===== src/rtl/uart_transmitter.sv =====
// UART transmitter: 16x-oversampled bit timing, 8 data bits sent LSB first, one stop bit.
// Define UART_TX_PARITY_EN to add an even-parity bit between the data and stop bits.
module uart_transmitter #(
  parameter int unsigned CLK_FREQ = 100000000
) (
  input  logic       clk,
  input  logic       reset,
  input  logic [2:0] baud_select,
  input  logic       Tx_EN,
  input  logic       Tx_WR,
  input  logic [7:0] Tx_DATA,
  output logic       Tx_D,
  output logic       Tx_BUSY
);

  // The divisor table below assumes a 100 MHz clock; CLK_FREQ only records that.
  if (CLK_FREQ == 0) begin : g_clk_freq_check
    $error("CLK_FREQ must be nonzero");
  end

  typedef enum logic [2:0] {
    StIdle   = 3'd0,
    StStart  = 3'd1,
    StData   = 3'd2,
    StParity = 3'd3,
    StStop   = 3'd4
  } state_e;

  state_e      state_q, state_d;
  logic [2:0]  baud_q, baud_d;
  logic [7:0]  data_q, data_d;
  logic [14:0] div_q, div_d;
  logic [3:0]  tick_q, tick_d;
  logic [2:0]  bit_q, bit_d;
  logic        tx_q, tx_d;
  logic        busy_q, busy_d;

  logic [14:0] div_max;
  logic        tick;
  logic        bit_done;
  logic        write_ok;

  // Terminal count is divisor - 1 so one tick spans exactly `divisor` clocks.
  always_comb begin
    div_max = 15'd53;
    unique case (baud_q)
      3'd0: div_max = 15'd20832;
      3'd1: div_max = 15'd5207;
      3'd2: div_max = 15'd1301;
      3'd3: div_max = 15'd650;
      3'd4: div_max = 15'd325;
      3'd5: div_max = 15'd162;
      3'd6: div_max = 15'd108;
      3'd7: div_max = 15'd53;
      default: div_max = 15'd53;
    endcase
  end

  assign tick     = (div_q == div_max);
  assign bit_done = tick && (tick_q == 4'd15);
  assign write_ok = Tx_WR && Tx_EN && !busy_q;

  always_comb begin
    state_d = state_q;
    baud_d  = baud_q;
    data_d  = data_q;
    div_d   = div_q;
    tick_d  = tick_q;
    bit_d   = bit_q;
    tx_d    = tx_q;
    busy_d  = busy_q;

    if (state_q == StIdle) begin
      // Counters are parked in idle so every frame starts on a fresh bit boundary.
      div_d  = 15'd0;
      tick_d = 4'd0;
      tx_d   = 1'b1;
      if (write_ok) begin
        state_d = StStart;
        data_d  = Tx_DATA;
        baud_d  = baud_select;
        bit_d   = 3'd0;
        tx_d    = 1'b0;
        busy_d  = 1'b1;
      end
    end else begin
      div_d = tick ? 15'd0 : div_q + 15'd1;
      if (tick) begin
        tick_d = tick_q + 4'd1;
      end
      if (bit_done) begin
        unique case (state_q)
          StStart: begin
            state_d = StData;
            bit_d   = 3'd0;
            tx_d    = data_q[0];
          end
          StData: begin
            if (bit_q == 3'd7) begin
`ifdef UART_TX_PARITY_EN
              state_d = StParity;
              tx_d    = ^data_q;
`else
              state_d = StStop;
              tx_d    = 1'b1;
`endif
            end else begin
              bit_d = bit_q + 3'd1;
              tx_d  = data_q[bit_q + 3'd1];
            end
          end
          StParity: begin
            state_d = StStop;
            tx_d    = 1'b1;
          end
          StStop: begin
            state_d = StIdle;
            tx_d    = 1'b1;
            busy_d  = 1'b0;
          end
          default: begin
            state_d = StIdle;
            tx_d    = 1'b1;
            busy_d  = 1'b0;
          end
        endcase
      end
    end
  end

  always_ff @(posedge clk or negedge reset) begin
    if (!reset) begin
      state_q <= StIdle;
      baud_q  <= 3'd0;
      data_q  <= 8'd0;
      div_q   <= 15'd0;
      tick_q  <= 4'd0;
      bit_q   <= 3'd0;
      tx_q    <= 1'b1;
      busy_q  <= 1'b0;
    end else begin
      state_q <= state_d;
      baud_q  <= baud_d;
      data_q  <= data_d;
      div_q   <= div_d;
      tick_q  <= tick_d;
      bit_q   <= bit_d;
      tx_q    <= tx_d;
      busy_q  <= busy_d;
    end
  end

  assign Tx_D    = tx_q;
  assign Tx_BUSY = busy_q;

endmodule

===== config.mk =====
export PLATFORM = sky130hd
export DESIGN_NAME = uart_transmitter
export DESIGN_NICKNAME = d
export VERILOG_FILES = /design/src/rtl/uart_transmitter.sv
export SDC_FILE = /design/constraint.sdc
export NUM_CORES = 1
export LEC_CHECK = 0
export ABC_CLOCK_PERIOD_IN_PS = 4100
export BUFFER_PORTS_ARGS = -buffer_cell sky130_fd_sc_hd__buf_4
export CAP_MARGIN = 20
export CORE_MARGIN = 2
export CORE_UTILIZATION = 50
export DETAILED_ROUTE_END_ITERATION = 8
export GPL_ROUTABILITY_DRIVEN = 0
export PLACE_DENSITY = 0.66
export SLEW_MARGIN = 20
export SYNTH_ARGS = -nofsm -noshare
export SYNTH_HDL_FRONTEND = slang
export SYNTH_SLANG_ARGS = --single-unit

===== constraint.sdc =====
create_clock -name clk -period 4.1 [get_ports clk]
set_input_delay 0.82 -clock clk [delete_from_list [all_inputs] [get_ports clk]]
set_output_delay 0.82 -clock clk [all_outputs]
set_load 0.02 [all_outputs]

==> results.py <==
metrics = {
    "sta": {
        "rsz0062_at_grt": "false",
        "finalSetupViolCount": 0,
        "finalCriticalPeriod_ns": 2.759,
        "fmax_mhz": 362.4,
        "setup_ws_ns": 1.341,
        "slew_viol_final": 0,
        "timing.hold.ws_ns": 0.4783,
        "final-hold-violation-count": 0,
        "worst_slew_pin_slew_ns": 0.9261,
        "fin_skew_ns": 0.007000,
        "slew_headroom_pct": 37.79,
        "min_period_over_period_pct": 67.29,
        "finalSetupTns_ns": 0,
    },
    "routing": {
        "drc": 0,
        "dr.first_iter.drc_count": 103,
        "ant_nets": 0,
        "vias_per_cell": 5.618,
        "drt_first_pass_iters": 4,
        "wire_per_inst_um": 14.31,
        "vias": 1719,
        "wl_mm": 4.378,
    },
    "synthesis": {
        "yosys_warnings": 0,
        "ys_types": 49,
        "synth_edf_count": 0,
        "synth_top_area_share_pct": 40.59,
        "synth_ff_type": "dfrtp_1",
        "syn_avg_cell_area_um2": 9.624,
        "syn-cell-area_um2": 2281,
        "yosysSeqAreaShare_pct": 41.74,
        "syn_inst": 237,
        "synth_seq_cells": 38,
        "synthArstFlopShare_pct": 100.0,
        "yosys-top-cells-area": "dfrtp_1, nand2_1, xnor2_1",
        "syn-num-nets": 262,
        "synth_top_area_cell": "dfrtp_1",
    },
    "clocking": {
        "clock_path_buffers": 2,
        "post_cts_buffers": 0,
        "cts_resized": 0,
        "clk_latency_ns": 0.29,
        "clock_sinks": 38,
        "cts_made_buffers": 5,
        "cts-htree-levels": 2,
        "clkTransAtPathRegs_ns": 0.07,
        "tritoncts": "done",
        "cts-root-buf": "clkbuf_8",
        "hold_buffers": 0,
    },
    "power_and_ir_drop": {
        "comb_power_share_pct": 44.6,
        "power_density_nw_per_um2": 595.5,
        "p_sw_mw": 0.6231,
        "p_clk_share_pct": 17.7,
        "p_int_mw": 0.8739,
        "p_sw_share_pct": 41.62,
        "leakagePower_nw": 1.154,
        "irDropWorstVdd_mv": 0.2485,
        "pwr-share-seq_pct": 37.7,
    },
    "floorplan": {
        "io_pins": 17,
        "die_w_um": 71.54,
        "core_area_um2": 4384,
        "die_h_um": 71.54,
        "start_util_pct": 52.03,
        "design.die.area_um2": 5118,
        "row_count": 24,
    },
    "setup_path": {
        "r2r.worst_path.cells": 9,
        "cp.buffers_inverters": 1,
        "cp.required_ns": 4.26,
        "reg2reg_from": "baud_q[0]",
        "end_kind": "register",
        "reg2reg_slack_ns": 1.34,
        "crit_chain": "inv_1 -> ha_1 -> or3_1 -> a21oi_2 -> nor2_1 -> nor4_4 -> nand2_1 -> nand2_1 -> nor2_1",
        "cpPeakStageDelay_ns": 0.43,
        "path_depth": 9,
        "endpoint": "div_q[11]",
        "critical_path_arrival_ns": 2.92,
        "path_max_fanout": 14,
        "worst-setup-path-type": "register to register",
        "cp_slowest_cell": "dfrtp_1",
        "startpoint": "baud_q[0]",
        "r2r-end": "div_q[11]",
        "start_kind": "register",
        "critical_path.top_delay_family": "simple AND/OR/NAND/NOR gates",
    },
    "global_route": {
        "grt_usage_pct": 19.28,
        "grt_pass1_vias": 1618,
        "grt_pass1_wl_mm": 7.665,
        "grt_max_degree": 39,
        "antenna_found_initial": 0,
        "grt_overflow": 0,
    },
    "final_layout": {
        "num_antenna_cells": 0,
        "final_area_um2": 2514,
        "nets": 278,
        "drive_gt1_share_pct": 17.32,
        "syn2layout_area_growth_pct": 10.20,
        "mostFrequentLayoutCell": "nand2_1",
        "final_cell_mix": "nand2_1, dfrtp_1, nor2_1",
        "nFillCells": 402,
    },
    "run_status": {
        "outcome": "finished clean",
    },
    "place": {
        "port_buffers": 16,
        "placed_area_um2": 2422,
        "dp_slack_ns": 1.355,
        "dp_hpwl_mm": 3.236,
    },
    "worst_hold_path": {
        "min_path_type": "register to register",
    },
    "run": {
        "max_cap_viol_count": 0,
    },
}
## power groups by stage
stage	sequential, mW	combinational (mW)	clock (mW)
after CTS	0.563	0.668	0.274
after global placement	0.569	0.654	0
after detailed placement	0.569	0.665	0
after global routing	0.579	0.746	0.291
final	0.564	0.668	0.265
after floorplan	0.531	0.560	0
## through the flow
step           power, mW  util, %  instances
2_1_floorplan      1.091        -        237
3_3_place_gp       1.223    55.25        298
3_5_place_dp       1.235    55.25        298
4_1_cts            1.505    57.33        306
5_1_grt            1.616    57.33        306
6_report           1.497    57.33        306
## worst min-delay path by stage
stage,cells after the start,from,slack (ns),end
after floorplan,2,data_q[5],0.44,data_q[5]
after global placement,2,data_q[4],0.46,data_q[4]
after detailed placement,2,data_q[1],0.46,data_q[1]
after CTS,2,data_q[4],0.48,data_q[4]
after global routing,2,data_q[1],0.50,data_q[1]
final,2,data_q[4],0.48,data_q[4]
## Yosys cell counts, types with 2 or more instances
library cell	count
a21oi_2	2
a21o_1	2
dfrtp_1	37
ha_1	10
nor4_4	3
xnor2_1	15
xor2_1	7
inv_1	5
and3_1	4
a211oi_1	2
nor3_1	5
nor4_1	2
nand3_1	10
o21ai_0	4
nand2b_1	2
nor2b_1	3
mux4_2	2
a31oi_1	2
or3_1	4
mux2i_1	8
clkbuf_1	3
buf_6	2
nor2_1	26
o21a_1	3
nand2_1	45
nand4_1	4
a21oi_1	3
## worst register-to-register path, cell delays in order (launching register included)
cell and delay [ns]:
dfrtp_1 0.43, inv_1 0.13, ha_1 0.38, or3_1 0.35, a21oi_2 0.16, nor2_1 0.08, nor4_4 0.36, nand2_1 0.20
nand2_1 0.41, nor2_1 0.11
## sequential cells by signal, summed over array words and instances (netlist names)
register	count
Tx_D	1
tick_q	4
Tx_BUSY	1
div_q	15
data_q	8
baud_q	3
state_q	3
bit_q	3
## kinds of logic after synthesis
kind of cell / after synthesis / synth area share (%)
simple gates: 118 / 27.21
flops: 38 / 41.74
xor+xnor: 22 / 8.448
mux: 11 / 6.144
buf+inv: 13 / 2.907
fa+ha+maj: 10 / 5.485
compound gates: 25 / 8.063
## cell type report
cell class	instances	area [µm²]	share of cell area, %
inverters	6	22.52	0.8960
clock inverters	1	5.005	0.1991
well taps	52	65.06	2.588
multi-input cells	186	1262	50.22
clock buffers	7	86.33	3.435
flip-flops and latches	38	952.2	37.88
repair buffers	16	120.1	4.778
## per-layer routing
metal	up-vias	wire length [µm]	GRT usage, %
met5	-	0	0
met4	0	55	6.080
met3	7	178	4.641
met2	33	1942	27.67
met1	834	2202	28.89
li1	845	-	-
(Power assumes the default switching activity.)
